**src/rtl/score_event_sequencer_if.sv**
```systemverilog
// score_event_sequencer_if
//
// Purpose: bundles the upstream event handshake and the downstream BCD
// accumulator connection of score_event_sequencer into one interface.
//
// Signals:
//   evtValid      upstream event present this cycle
//   evtIsSub      1 = subtract, 0 = add
//   evtAmount     6-digit BCD amount, digit i = bits [4i:4i+3], digit 0 least significant
//   evtReady      sequencer can accept an event
//   evtError      one-cycle pulse after a handshake carrying a non-BCD digit
//   currentScore  accumulator result, same digit order as evtAmount
//   enableAdd     one-cycle add strobe to the accumulator
//   enableSub     one-cycle subtract strobe to the accumulator
//   amountOut     amount presented to the accumulator
//   busy          events queued or an issue in progress
//
// Modports:
//   master  event source / accumulator side (drives events and currentScore)
//   slave   the sequencer itself

interface score_event_sequencer_if;
    logic        evtValid;
    logic        evtIsSub;
    logic [0:23] evtAmount;
    logic        evtReady;
    logic        evtError;
    logic [0:23] currentScore;
    logic        enableAdd;
    logic        enableSub;
    logic [0:23] amountOut;
    logic        busy;

    modport master (
        output evtValid, evtIsSub, evtAmount, currentScore,
        input  evtReady, evtError, enableAdd, enableSub, amountOut, busy
    );

    modport slave (
        input  evtValid, evtIsSub, evtAmount, currentScore,
        output evtReady, evtError, enableAdd, enableSub, amountOut, busy
    );
endinterface

```
**src/rtl/score_event_sequencer.sv**
```systemverilog
// score_event_sequencer
//
// Purpose: queues add/subtract score events in a small FIFO and hands them
// one at a time to a downstream six-digit BCD accumulator. Each issued event
// produces a single-cycle enableAdd or enableSub pulse, followed by a settle
// cycle so the accumulator result is current before the next issue. Events
// whose amount contains a digit above 9 are consumed, dropped and flagged on
// evtError.
//
// Ports:
//   clk      rising-edge clock
//   resetN   synchronous active-low reset
//   bus      score_event_sequencer_if.slave (event handshake + accumulator side)
//
// Parameters:
//   DEPTH    FIFO entries, power of two, at least 2
//
// Configuration macro:
//   SCORE_SEQ_SAT_EN  when defined, a popped subtract whose amount exceeds
//                     currentScore issues currentScore instead, so the
//                     accumulator saturates at 000000 rather than wrapping.

module score_event_sequencer #(
    parameter int DEPTH = 4
) (
    input  logic                    clk,
    input  logic                    resetN,
    score_event_sequencer_if.slave  bus
);

    localparam int PTR_W = $clog2(DEPTH);
    localparam int CNT_W = PTR_W + 1;

    typedef enum logic [1:0] {
        IDLE,
        ISSUE,
        SETTLE
    } state_t;

    state_t             state;
    state_t             state_next;

    logic [CNT_W-1:0]   count;
    logic [PTR_W-1:0]   rd_ptr;
    logic [PTR_W-1:0]   wr_ptr;
    logic               fifo_sub [DEPTH];
    logic [0:23]        fifo_amt [DEPTH];

    logic               ready;
    logic               bcd_ok;
    logic               accept;
    logic               push;
    logic               pop;

    logic               enable_add;
    logic               enable_sub;
    logic               error_q;
    logic [0:23]        amount_q;

    logic               add_d;
    logic               sub_d;
    logic [0:23]        amount_d;

`ifdef SCORE_SEQ_SAT_EN
    // Reorders the port digit layout into a conventional packed value with
    // digit 5 in the top nibble, so a plain unsigned compare orders valid
    // BCD magnitudes most significant digit first.
    function automatic logic [23:0] magnitude(input logic [0:23] v);
        logic [23:0] m;
        m = '0;
        for (int i = 0; i < 6; i++) begin
            m[4*i +: 4] = v[4*i +: 4];
        end
        return m;
    endfunction
`endif

    // Ready deliberately ignores a same-cycle pop, so a full FIFO stalls a cycle.
    assign ready  = (count < CNT_W'(DEPTH));
    assign accept = bus.evtValid && ready;
    assign push   = accept && bcd_ok;
    assign pop    = (state == IDLE) && (count != '0);

    always_comb begin
        bcd_ok = 1'b1;
        for (int i = 0; i < 6; i++) begin
            if (bus.evtAmount[4*i +: 4] > 4'd9) begin
                bcd_ok = 1'b0;
            end
        end
    end

    // State register.
    always_ff @(posedge clk) begin
        if (!resetN) begin
            state <= IDLE;
        end else begin
            state <= state_next;
        end
    end

    // Next-state logic.
    always_comb begin
        state_next = state;
        case (state)
            IDLE:    if (count != '0) state_next = ISSUE;
            ISSUE:   state_next = SETTLE;
            SETTLE:  state_next = IDLE;
            default: state_next = IDLE;
        endcase
    end

    // Output logic: next values of the registered strobes and amount.
    always_comb begin
        add_d    = 1'b0;
        sub_d    = 1'b0;
        amount_d = amount_q;
        if (pop) begin
            add_d    = !fifo_sub[rd_ptr];
            sub_d    = fifo_sub[rd_ptr];
            amount_d = fifo_amt[rd_ptr];
`ifdef SCORE_SEQ_SAT_EN
            if (fifo_sub[rd_ptr] &&
                (magnitude(fifo_amt[rd_ptr]) > magnitude(bus.currentScore))) begin
                amount_d = bus.currentScore;
            end
`endif
        end
    end

    // FIFO storage has no reset; only the pointers and count define contents.
    always_ff @(posedge clk) begin
        if (resetN && push) begin
            fifo_sub[wr_ptr] <= bus.evtIsSub;
            fifo_amt[wr_ptr] <= bus.evtAmount;
        end
    end

    always_ff @(posedge clk) begin
        if (!resetN) begin
            count      <= '0;
            rd_ptr     <= '0;
            wr_ptr     <= '0;
            enable_add <= 1'b0;
            enable_sub <= 1'b0;
            error_q    <= 1'b0;
            amount_q   <= '0;
        end else begin
            if (push) begin
                wr_ptr <= wr_ptr + PTR_W'(1);
            end
            if (pop) begin
                rd_ptr <= rd_ptr + PTR_W'(1);
            end
            case ({push, pop})
                2'b10:   count <= count + CNT_W'(1);
                2'b01:   count <= count - CNT_W'(1);
                default: count <= count;
            endcase
            enable_add <= add_d;
            enable_sub <= sub_d;
            error_q    <= accept && !bcd_ok;
            amount_q   <= amount_d;
        end
    end

    assign bus.evtReady  = ready;
    assign bus.evtError  = error_q;
    assign bus.enableAdd = enable_add;
    assign bus.enableSub = enable_sub;
    assign bus.amountOut = amount_q;
    assign bus.busy      = (count != '0) || (state != IDLE);

endmodule
```
**src/flat_wrapper.sv**
```systemverilog
// flat-port wrapper written by rule: the top's interface ports become plain ports
module score_event_sequencer_flat 
#(
    parameter int DEPTH = 4
)
  (clk, resetN, bus_evtValid, bus_evtIsSub, bus_evtAmount, bus_currentScore, bus_evtReady, bus_evtError, bus_enableAdd, bus_enableSub, bus_amountOut, bus_busy);
  score_event_sequencer_if bus_i ();
  input  logic clk;
  input  logic resetN;
  input wire logic [$bits(bus_i.evtValid)-1:0] bus_evtValid;
  input wire logic [$bits(bus_i.evtIsSub)-1:0] bus_evtIsSub;
  input wire logic [$bits(bus_i.evtAmount)-1:0] bus_evtAmount;
  input wire logic [$bits(bus_i.currentScore)-1:0] bus_currentScore;
  output wire logic [$bits(bus_i.evtReady)-1:0] bus_evtReady;
  output wire logic [$bits(bus_i.evtError)-1:0] bus_evtError;
  output wire logic [$bits(bus_i.enableAdd)-1:0] bus_enableAdd;
  output wire logic [$bits(bus_i.enableSub)-1:0] bus_enableSub;
  output wire logic [$bits(bus_i.amountOut)-1:0] bus_amountOut;
  output wire logic [$bits(bus_i.busy)-1:0] bus_busy;
  assign bus_i.evtValid = bus_evtValid;
  assign bus_i.evtIsSub = bus_evtIsSub;
  assign bus_i.evtAmount = bus_evtAmount;
  assign bus_i.currentScore = bus_currentScore;
  assign bus_evtReady = bus_i.evtReady;
  assign bus_evtError = bus_i.evtError;
  assign bus_enableAdd = bus_i.enableAdd;
  assign bus_enableSub = bus_i.enableSub;
  assign bus_amountOut = bus_i.amountOut;
  assign bus_busy = bus_i.busy;
  score_event_sequencer #(.DEPTH(DEPTH)) u_core (.clk(clk), .resetN(resetN), .bus(bus_i));
endmodule
```
**config.mk**
```make
export PLATFORM = sky130hd
export DESIGN_NAME = score_event_sequencer_flat
export DESIGN_NICKNAME = d
export VERILOG_FILES = /design/src/rtl/score_event_sequencer_if.sv /design/src/rtl/score_event_sequencer.sv /design/src/flat_wrapper.sv
export SDC_FILE = /design/constraint.sdc
export NUM_CORES = 1
export LEC_CHECK = 0
export CORE_MARGIN = 2
export CORE_UTILIZATION = 58
export DETAILED_ROUTE_END_ITERATION = 10
export PLACE_DENSITY = 0.84
export SLEW_MARGIN = 20
export SYNTH_ARGS = -nofsm -noshare
export SYNTH_HDL_FRONTEND = slang
export SYNTH_SLANG_ARGS = --single-unit
```
**constraint.sdc**
```tcl
create_clock -name clk -period 6.9 [get_ports clk]
set_clock_uncertainty 0.15 [all_clocks]
set_input_delay 1.38 -clock clk [delete_from_list [all_inputs] [get_ports clk]]
set_output_delay 1.38 -clock clk [all_outputs]
set_load 0.05 [all_outputs]
```
# Yosys cells after proc, flatten, opt, wreduce, memory -nomap -nowiden
# Memory sizes are Yosys's and may differ from the RTL's. A register that Yosys moved wholly into a read port is not among the register bits.
# Index checks and enable logic that the tools add are counted.
# word_totals
wordCells	51
register_bits	12
inputBits	52
mem_count	2
ramBits	100
output_inout_bits	29
# op_classes
addsub	4
n_reduce_logical	14
magnitude_cmp	7
mux	13
n_eq_ne	4
# memory_table
memory	depth	word_bits	rd	rd_ports_with_merged_regs	wr	line	source
u_core.fifo_amt	4	24	1	1	1	score_event_sequencer.sv:47	logic [0:23] fifo_amt [DEPTH];
u_core.fifo_sub	4	1	1	1	1	score_event_sequencer.sv:46	logic fifo_sub [DEPTH];
# op_table
cell	n
4-bit greater-than comparator, second input constant	6
1-bit 2-to-1 mux	8
2-bit 2-to-1 mux	3
3-bit one-hot mux with 2 select lines	1
1-bit logical AND	5
2-bit by 1-bit adder with 2-bit output, second input constant	2
2-bit by 1-bit == test with 1-bit output, second input constant	2
2-bit one-hot mux with 2 select lines	1
2-bit nonzero test	2
3-bit by 1-bit adder with 3-bit output, second input constant	1
1-bit logical NOT	3
3-bit less-than comparator, second input constant	1
3-bit nonzero test	1
3-bit by 1-bit subtractor with 3-bit output, second input constant	1
2-bit == test, second input constant	1
2-bit logical NOT	1
2-bit != test, second input constant	1
2-bit AND reduction	1
1-bit logical OR	1

# Longest topological paths before layout
# Gate-level depths: netlist (run 1).
# logic_depth
depth_word	11
mapped_depth	10
mapped_depth_nobuf	10

# Worst setup path after synthesis (run 1)
# Ideal clock, no wire load.
# synth_timing
kind	input to register
startpoint	input port bus_evtAmount[6]
endpoint	memory u_core.fifo_amt[2][0] (netlist bit), enable pin
required_ns	6.366
setup_time_ns	0.384
path_slack_ns	3.620
arrival_time_ns	2.746
stages	4
cell_sequence	o21ai_1 nand2_1 nor4_4 and3_1
# synth_via
elab_chain_cells	7
# synth_rtl
item	line	source
start, declared	flat_wrapper.sv:12	input wire logic [$bits(bus_i.evtAmount)-1:0] bus_evtAmount;
4-bit greater-than comparator	score_event_sequencer.sv:87	if (bus.evtAmount[4*i +: 4] > 4'd9) begin
1-bit 2-to-1 mux (2 in a row)	score_event_sequencer.sv:87	
1-bit logical AND	score_event_sequencer.sv:81	assign push = accept && bcd_ok;
1-bit logical AND	score_event_sequencer.sv:133	if (resetN && push) begin
1-bit 2-to-1 mux	score_event_sequencer.sv:133	
1-bit 2-to-1 mux (implied by the code)	score_event_sequencer.sv:135	fifo_amt[wr_ptr] <= bus.evtAmount;
end, declared	score_event_sequencer.sv:47	
# Every way passes these cells.

# Final worst setup path (run 1)
# layout_timing
startpoint	input port bus_evtAmount[2]
endpoint	memory u_core.fifo_amt[3][5] (netlist bit), enable pin
# layout_via
elab_chain_cells	6
# layout_rtl
item	line
4-bit greater-than comparator	score_event_sequencer.sv:87
1-bit 2-to-1 mux	score_event_sequencer.sv:87
1-bit logical AND	score_event_sequencer.sv:81
1-bit logical AND	score_event_sequencer.sv:133
1-bit 2-to-1 mux	score_event_sequencer.sv:133
1-bit 2-to-1 mux (implied by the code)	score_event_sequencer.sv:135
# Every way passes these cells.

==> results of run 1 <==
==> state kept, by name, summed over array words and instances (netlist names), named ones only <==
signal                flops
u_core.fifo_amt          96
u_core.wr_ptr             2
u_core.state              2
u_core.count              3
u_core.bus.amountOut     24
u_core.bus.enableSub      1
u_core.fifo_sub           4
u_core.rd_ptr             2
u_core.bus.evtError       1
u_core.bus.enableAdd      1
==> Yosys cell counts <==
cell	n
buf_12	2
a21boi_1	4
nor2_1	1
and2_1	6
buf_1	1
xor2_1	1
inv_2	1
fa_1	1
nor4_4	1
buf_2	3
or3_4	1
xnor2_1	3
inv_1	7
o21ai_0	4
a21boi_2	20
nand3_1	1
a21boi_0	1
nor2_2	1
dfxtp_1	38
nand2_1	39
or3_1	1
edfxtp_1	100
nor3b_1	1
mux2i_1	2
nor2b_1	1
and3_1	5
nor3_1	2
ha_1	5
nand2_8	1
o21ai_1	4
clkbuf_1	3
nand2_2	20
mux4_2	25
buf_6	5
==> worst register-to-register path, delay by kind of cell, from the launching register on <==
family                     cells  cell delay [ns]
AOI/OAI and AO/OA              1             0.18
and+or+nand+nor                3             0.81
adders and majority gates      2             0.66
buffers and inverters          2             0.54
xor gates and xnor gates       1             0.16
DFF                            1             0.32
==> final timing paths <==
check	startpoint	end
max	bus_evtAmount[2]	u_core.fifo_amt[3][5]$_DFFE_PP_
min	u_core.state[1]$_SDFFE_PN0P_	u_core.state[1]$_SDFFE_PN0P_
max reg2reg	u_core.state[1]$_SDFFE_PN0P_	u_core.count[2]$_SDFFE_PN0P_
min reg2reg	u_core.state[1]$_SDFFE_PN0P_	u_core.state[1]$_SDFFE_PN0P_
==> metrics by stage <==
step | util | hold WS [ns]
3_3_place_gp | 0.6566 | 0.2716
5_1_grt | 0.7201 | 0.3184
3_5_place_dp | 0.6566 | 0.2818
4_1_cts | 0.7201 | 0.2940
2_1_floorplan | - | 0.2589
6_report | 0.7201 | 0.2871
==> power by group through the flow <==
stage / logic, uW / clock network, uW / registers [uW]
final: 908 / 851 / 1050
after detailed placement: 915 / 0 / 1070
after CTS: 921 / 862 / 1050
after global routing: 966 / 897 / 1060
after global placement: 892 / 0 / 1060
after floorplan: 518 / 0 / 1270
==> cells by family (layout without fill, tap and decap cells) <==
| family | count (synthesis) | in the layout | synth area share |
|---|---|---|---|
| AOI/OAI and AO/OA | 33 | 33 | 0.05648 |
| xor gates and xnor gates | 4 | 4 | 0.006536 |
| adders and majority gates | 6 | 6 | 0.01540 |
| buffers and inverters | 22 | 102 | 0.02917 |
| DFF | 138 | 138 | 0.7020 |
| muxes | 27 | 27 | 0.1088 |
| and+or+nand+nor | 81 | 81 | 0.08168 |
==> layer usage <==
metal	vias up	wire length (um)
met3	12	496
met5	-	0
met1	1416	3902
li1	1292	-
met4	0	140
met2	87	5338
==> area by class of cell <==
| cell class | instances | area, um^2 |
|---|---|---|
| inverters | 8 | 30.03 |
| clock inverters | 8 | 53.80 |
| clock buffers | 24 | 524.3 |
| flip-flops and latches | 138 | 3765 |
| well taps | 111 | 138.9 |
| fillers | 560 | 2550 |
| multi-input cells | 151 | 1441 |
| repair buffers | 62 | 605.6 |
==> impl_results.md, run 1 <==
* Inst Count DP at 470
* DRT iter0 DRCs at 180
* Share of cells above drive strength 1 at 0.2737
* Post-DP Area at 5981 um^2
* Final ANT Viol Nets at 0
* Final worst slack at 3.159 ns
* Post-Syn Nets at 369
* Antenna cells at 0
* Outcome: completed
* Antenna violations before repair at 0
* Grt peak-use layer: met2
* Register share of total power at 0.374
* Commonest non-fill, non-tap cell in the layout: edfxtp_1
* Synth Register Bits at 138
* M2 GR Usage at 0.3769
* Longest Clk Path Bufs at 2
* Critical path type: in2reg
* WP data arrival at 3.78 ns
* Internal power at 1817 uW
* Rel. slew slack at 0.3638
* Setup slack at placement at 2.711 ns
* FF-to-FF setup slack at 4.01 ns
* Total power at 2807 uW
* Cell count of the worst reg-to-reg path at 9
* Setup TNS Final at 0 ns
* DR vias at 2807
* # IOs at 81
* P_leak at 0.002167 uW
* Synthesized instance count at 311
* Endpoints failing setup at 0
* Core area at 9109 um^2
* Worst path top cell family by delay: simple AND/OR/NAND/NOR gates
* RSZ-0062 raised after global routing: false
* Number of max-cap violations at 0
* CTS Buf Count at 17
* Starting Density at 0.5886
* Die ar. at 10030 um^2
* Global Route Usage Sum at 0.2185
* Largest net degree at the start of global routing at 42
* Clock Pin Slew Worst Setup and Hold Paths at 0.06 ns
* Worst-path fanout max at 15
* Max-slew violations at 0
* Slowest CP cell: and3_1
* Root buf cell: clkbuf_8
* Vias in the first global route at 3030
* H-Tree Depth at 4
* DPL Wire Length at 5796 um
* Sequential share of the synthesized area at 0.7020
* Final net count at 436
* Final hold violation count at 0
* WL final at 9877 um
* GR met3 Demand/Resource at 0.05292
* Number of setup buffers added after CTS at 0
* DRC violations left at 0
* Global placer's final weighted congestion at 0.7013
* Hold Path Class: reg2reg
* Critical path buffer and inverter count at 2
* Finished Layout Cells at 502
* Highest clock rate at 0.2673 GHz
* Vias/cell at 5.592
* CTS tree: built
* CP peak stage delay at 0.64 ns
* Synth area leaders: edfxtp_1 56%, dfxtp_1 14%, mux4_2 11%
* Synth Area per Inst at 17.24 um^2
* Sw Share at 0.3529
* Critical Path RT at 6.94 ns
* Port buffer count at 56
* Die span in x at 100.1 um
* Crit-path cells: clkdlybuf4s50_1 -> o21ai_0 -> nand2_1 -> nor4_4 -> and3_1 -> buf_4
* Area growth from synthesis to layout at 22.33%
* CTS sink count at 138
* Routed len/inst at 19.68 um
* Yosys cell types at 34
* CP startpoint kind: input pin
* Area leader, netlist: edfxtp_1
* Worst slew pin tran at 0.9544 ns
* Max VDD drop at 227.8 uV
* Met1 Track Usage GR at 0.2661
* Rows at 35
* Clk network pwr share at 0.303
* Hold depth at 1
* First-pass GRT wire length at 15840 um
* Instance count on the critical path at 6
* Worst-skew pair later-pin latency at 0.50 ns
* Hold buffers post-CTS at 0
* Logic pwr share at 0.323
* Worst setup EP type: flip-flop
* Die height at 100.1 um
* Design area at 6559 um^2
* Commonest cells after routing, fill and taps aside: 100 x edfxtp_1, 56 x clkdlybuf4s50_1, 39 x nand2_1, 37 x dfxtp_1, 25 x mux4_2
* Psw at 990.8 uW
* Final min period at 3.741 ns
* Yosys warnings at 0
* Top cell type's share of synthesized area at 0.5601
* Synthesized cell area at 5361 um^2
* Period utilization at 0.5421
* Gr ovfl total at 0
* # resized after CTS at 0
* P per Cell Area at 428.0 nW/um^2
* 1st-pass router iterations at 4
Note: power is estimated with default switching activity, not from simulation.
==> inputs of run 2 (changes only) <==
- CORE_UTILIZATION: 58 -> 48
- PLACE_DENSITY: 0.84 -> 0.74
- clock period: 6.9 -> 3.1 ns (I/O delays scaled with it)
==> run 2 against run 1 <==
  * Non-clock buffer count rose by 12
  * Critical path depth shrank 3
  * Hold slack gained 0.012 ns
  * Global-route usage down 4.0 points
  * Setup slack got worse by 2.8 ns
  * Count of clock-buffer cells in the layout unchanged
  * Critical endpoint is now bus_busy
  * Final cell count grew 8.2%
  * Power is 130% higher
  * Core utilization is 9.8 points lower
  * Design area increased by 3.3%
  * Clock power up 140%
  * Largest cell class unchanged
  * Die area rose by 20%
==> impl_results.md, run 2 (synthesis results as in run 1) <==
* Highest clock rate at 0.3700 GHz
* Worst-skew pair later-pin latency at 0.52 ns (+0.02 ns)
* Antenna violations before repair at 0 (unchanged)
* Worst-path fanout max at 4 (-11)
* Critical path buffer and inverter count at 1 (-1)
* RSZ-0062 raised after global routing: false
* Hold Path Class: reg2reg
* Inst Count DP at 511 (+8.7%)
* Die ar. at 12030 um^2 (+20%)
* CP startpoint kind: flip-flop
* 1st-pass router iterations at 4 (unchanged)
* Endpoints failing setup at 0 (unchanged)
* Critical Path RT at 2.33 ns (-4.61 ns)
* Max reg flops at 96 (unchanged)
* Core area at 10890 um^2 (+20%)
* Outcome: completed
* P per Cell Area at 946.2 nW/um^2 (+120%)
* Commonest non-fill, non-tap cell in the layout: edfxtp_1
* # IOs at 81 (unchanged)
* Most flop-heavy register: u_core.fifo_amt
* Clk network pwr share at 0.317 (+0.014)
* Vias/cell at 5.149 (-7.9%)
* Worst slew pin tran at 0.5508 ns (-0.4035 ns)
* WP data arrival at 1.93 ns (-1.85 ns)
* Global placer's final weighted congestion at 0.6590 (-6.0%)
* Antenna cells at 0 (unchanged)
* Max VDD drop at 491.8 uV (+120%)
* DR vias at 2796 (-0.39%)
* CP peak stage delay at 0.71 ns (+0.07 ns)
* Worst hold margin at 0.2995 ns (+0.01247 ns)
* Rel. slew slack at 0.6323 (+0.2685)
* Max-slew violations at 0 (unchanged)
* Share of cells above drive strength 1 at 0.2978 (+0.02411)
* Critical path type: reg2out
* WL final at 9910 um (+0.33%)
* Die height at 109.7 um (+9.5%)
* Worst setup EP type: output port
* Worst path top cell family by delay: buffers and inverters
* Register share of total power at 0.358 (-0.016)
* Setup TNS Final at 0 ns (unchanged)
* Gr ovfl total at 0 (unchanged)
* Routed len/inst at 18.25 um (-7.2%)
* Final min period at 2.703 ns
* Logic pwr share at 0.324 (about the same)
* Psw at 2219 uW (+120%)
* Global Route Usage Sum at 0.1789 (-0.03955)
* Period utilization at 0.8718
* Sw Share at 0.3461 (-0.006874)
* Slowest CP cell: clkdlybuf4s50_1
* Number of setup buffers added after CTS at 0 (unchanged)
* Final net count at 448 (+2.8%)
* # resized after CTS at 0 (unchanged)
* Commonest cells after routing, fill and taps aside: 100 x edfxtp_1, 56 x clkdlybuf4s50_1, 39 x nand2_1, 37 x dfxtp_1, 25 x mux4_2
* Starting Density at 0.4924 (-0.09618)
* P_leak at 0.002256 uW (+4.1%)
* Rows at 38 (+8.6%)
* Largest net degree at the start of global routing at 34 (-19%)
* Internal power at 4194 uW (+130%)
* CTS Buf Count at 17 (unchanged)
* First-pass GRT wire length at 15100 um (-4.7%)
* DPL Wire Length at 5779 um (-0.28%)
* Vias in the first global route at 2905 (-4.1%)
* Number of max-cap violations at 0 (unchanged)
* Finished Layout Cells at 543 (+8.2%)
* DRC violations left at 0 (unchanged)
* H-Tree Depth at 4 (unchanged)
* Crit-path cells: nor2_2 -> nand2_1 -> clkdlybuf4s50_1
* Area growth from synthesis to layout at 26.42%
* Die span in x at 109.7 um (+9.5%)
* CTS tree: built
* Hold buffers post-CTS at 0 (unchanged)
* Longest Clk Path Bufs at 2 (unchanged)
* Final ANT Viol Nets at 0 (unchanged)
* Final hold violation count at 0 (unchanged)
* CTS sink count at 138 (unchanged)
* Root buf cell: clkbuf_8
* Port buffer count at 56 (unchanged)
* Clock Pin Slew Worst Setup and Hold Paths at 0.06 ns (about the same)
* DRT iter0 DRCs at 120 (-33%)
-- run 2: changes by cell type in the layout (fill, tap and decap cells not counted), sizes merged --
cell,before,now
buf,6,18
bufinv,0,1
clkinv,6,5
clkinvlp,0,1
inv,10,9
-- run 2: path summary, 6_finish.rpt --
check,start,end,slack (ns),depth (start not counted)
max,u_core.state[1]$_SDFFE_PN0P_,bus_busy,0.40,3
min,u_core.state[1]$_SDFFE_PN0P_,u_core.state[1]$_SDFFE_PN0P_,0.30,1
max reg2reg,u_core.state[1]$_SDFFE_PN0P_,u_core.count[2]$_SDFFE_PN0P_,0.69,9
min reg2reg,u_core.state[1]$_SDFFE_PN0P_,u_core.state[1]$_SDFFE_PN0P_,0.30,1
-- run 2: final cells by class --
class                   count  area [um^2]
well taps                 140        175.2
inverters                   8        30.03
clock inverters             8        75.07
repair buffers             74        745.7
multi-input cells         151         1441
flip-flops and latches    138         3765
clock buffers              24        545.5
fillers                   805         4110
-- run 2: stage by stage --
stage               total power (uW)  area (um^2)  setup WS, ns  utilization
finish                          6413         6778        0.3974       0.6225
detailed placement              4440         6157       0.01573       0.5655
floorplan                       3970         5361        0.5797            -
global route                    6684         6778        0.3376       0.6225
CTS                             6495         6778        0.3592       0.6225
global placement                4397         6157       0.05681       0.5655
-- run 2: power groups by stage --
stage | Clock [uW] | Combinational [uW] | Sequential (uW)
5_1_grt | 2140 | 2220 | 2320
3_3_place_gp | 0 | 2070 | 2330
6_report | 2040 | 2080 | 2300
2_1_floorplan | 0 | 1150 | 2820
3_5_place_dp | 0 | 2100 | 2340
4_1_cts | 2080 | 2120 | 2300
-- run 2: per-layer routing --
| layer | global-route usage | routed length, um |
|---|---|---|
| met1 | 0.2067 | 4020 |
| met2 | 0.3091 | 5196 |
| met3 | 0.05039 | 513 |
| met4 | 0.08228 | 180 |
| met5 | 0 | 0 |
-- run 2: worst reg2reg max path, cell delays in order, from the launching register on --
cell	delay, ns
dfxtp_1	0.32
nor2_2	0.29
nand2_8	0.24
inv_2	0.11
ha_1	0.18
inv_1	0.06
fa_1	0.37
xor2_1	0.16
or3_1	0.30
a21boi_0	0.16
==> inputs of run 3 (changes only) <==
- CORE_ASPECT_RATIO: unset -> 0.7
==> run 3 against run 2 <==
  * Maximum frequency increased by 0.30%
  * Combinational power about the same
  * Design area increased by 0.28%
  * Sequential cell count unchanged
  * Critical path depth increased by 8
  * Hold slack got worse by 0.024 ns
  * Global-route usage increased by 1.3 points
  * Die area increased by 0.12%
  * Setup slack improved by 0.0080 ns
  * Non-clock buffer count unchanged
  * Sequential share of layout area decreased by 0.15 points
  * Critical path type is now in2reg
  * Critical endpoint is now u_core.count[2]$_SDFFE_PN0P_
  * Largest cell class unchanged
  * Largest power group unchanged
  * Highest routed layer unchanged
==> impl_results.md, run 3 (synthesis results as in run 1) <==
* 1st-pass router iterations at 4 (unchanged)
* Hold Path Class: reg2reg
* Starting Density at 0.4905 (-0.001916)
* Final Util at 0.6218 (-0.0007060)
* Routed len/inst at 18.36 um (+0.58%)
* Antenna violations before repair at 0 (unchanged)
* Core area at 10930 um^2 (+0.39%)
* Final hold violation count at 0 (unchanged)
* Port buffer count at 56 (unchanged)
* RSZ-0062 raised after global routing: false
* Final net count at 448 (unchanged)
* Worst slew pin tran at 0.7793 ns (+0.2284 ns)
* Met1 WL at 4683 um (+16%)
* Design area at 6797 um^2 (+0.28%)
* Vias in the first global route at 3008 (+3.5%)
* Commonest non-fill, non-tap cell in the layout: edfxtp_1
* Area growth from synthesis to layout at 26.77%
* DRC violations left at 0 (unchanged)
* Die span in x at 130.3 um (+19%)
* First-pass GRT wire length at 16330 um (+8.1%)
* Global placer's final weighted congestion at 0.7100 (+7.7%)
* Final ANT Viol Nets at 0 (unchanged)
* Final min period at 2.695 ns (-0.007951 ns)
* Vias/cell at 5.156 (+0.14%)
* Worst-path fanout max at 5 (+1)
* Largest net degree at the start of global routing at 27 (-21%)
* Most flop-heavy register: u_core.fifo_amt
* P_leak at 0.002256 uW (about the same)
* Finished Layout Cells at 556 (+2.4%)
* Inst Count DP at 524 (+2.5%)
* Rows at 32 (-16%)
* Worst setup EP type: flip-flop
* Longest Clk Path Bufs at 2 (unchanged)
* Outcome: completed
* Die height at 92.43 um (-16%)
* Worst-skew pair later-pin latency at 0.41 ns (-0.11 ns)
* DPL Wire Length at 6274 um (+8.6%)
* CTS tree: built
* Highest clock rate at 0.3711 GHz (+0.30%)
* Endpoints failing setup at 0 (unchanged)
* Clock Pin Slew Worst Setup and Hold Paths at 0.06 ns (about the same)
* # resized after CTS at 0 (unchanged)
* Period utilization at 0.8693 (-0.002565)
* Post-DP Area at 6186 um^2 (+0.47%)
* CP startpoint kind: input pin
* Gr ovfl total at 0 (unchanged)
* CTS sink count at 138 (unchanged)
* DR vias at 2867 (+2.5%)
* Die ar. at 12040 um^2 (+0.12%)
* Top Metal Used: met4
* Number of setup buffers added after CTS at 0 (unchanged)
* DRT iter0 DRCs at 261 (+120%)
* Max-slew violations at 0 (unchanged)
* Critical Path RT at 3.29 ns (+0.96 ns)
* Global Route Usage Sum at 0.1917 (+0.01282)
* Antenna cells at 0 (unchanged)
* FF-to-FF setup slack at 0.74 ns (+0.05 ns)
* WP data arrival at 2.89 ns (+0.96 ns)
* Met3 WL post-DR at 462 um (-9.9%)
* # IOs at 81 (unchanged)
* CTS Buf Count at 17 (unchanged)
* Max VDD drop at 525.2 uV (+6.8%)
* Max reg flops at 96 (unchanged)
* Met2 wire len at 4888 um (-5.9%)
* Commonest cells after routing, fill and taps aside: 100 x edfxtp_1, 56 x clkdlybuf4s50_1, 39 x nand2_1, 37 x dfxtp_1, 25 x mux4_2
* Critical path type: in2reg
* Rel. slew slack at 0.4798 (-0.1525)
* Worst hold margin at 0.2753 ns (-0.02422 ns)
* Hold buffers post-CTS at 0 (unchanged)
* H-Tree Depth at 4 (unchanged)
* P per Cell Area at 943.2 nW/um^2 (-0.32%)
* Share of cells above drive strength 1 at 0.3002 (+0.002481)
* Root buf cell: clkbuf_16
* WL final at 10210 um (+3.0%)
* Number of max-cap violations at 0 (unchanged)
## run 3: final timing paths
path,from,to,depth (start not counted)
setup reg to reg,u_core.state[1]$_SDFFE_PN0P_,u_core.count[2]$_SDFFE_PN0P_,9
hold reg to reg,u_core.state[1]$_SDFFE_PN0P_,u_core.state[1]$_SDFFE_PN0P_,1
setup / recovery,bus_evtAmount[22],u_core.count[2]$_SDFFE_PN0P_,11
hold / removal,u_core.state[1]$_SDFFE_PN0P_,u_core.state[1]$_SDFFE_PN0P_,1
## run 3: where the power goes
group          switching [uW]  internal, uW
clock                     716          1280
combinational            1340           751
sequential                152          2170
total                    2210          4200
## run 3: stage by stage
stage	worst slack, ns	total power (uW)	TNS, ns
final	0.4053	6410	0
after global routing	0.2160	6715	0
after CTS	0.3713	6475	0
after detailed placement	-0.05274	4475	-0.05523
after global placement	0.02937	4437	0
after floorplan	0.5797	3970	0
## run 3: layout make-up
class / count / area, um^2
Fill cell: 782 / 4134
Sequential cell: 138 / 3765
Multi-Input combinational cell: 151 / 1441
Timing Repair Buffer: 74 / 758.2
Clock buffer: 28 / 588.1
Tap cell: 153 / 191.4
Inverter: 8 / 30.03
Clock inverter: 4 / 22.52
## run 3: critical path: stages
cell             delay (ns)
clkdlybuf4s50_1        0.49
o21ai_0                0.29
nand2_1                0.16
nor4_4                 0.26
inv_1                  0.08
ha_1                   0.20
inv_1                  0.07
fa_1                   0.17
xor2_1                 0.07
or3_1                  0.30
a21boi_0               0.16
## run 3: metal layers
metal	track usage	up-vias
met5	0	-
met4	0.08065	0
met3	0.05199	14
met2	0.2923	73
met1	0.2621	1458
li1	-	1322
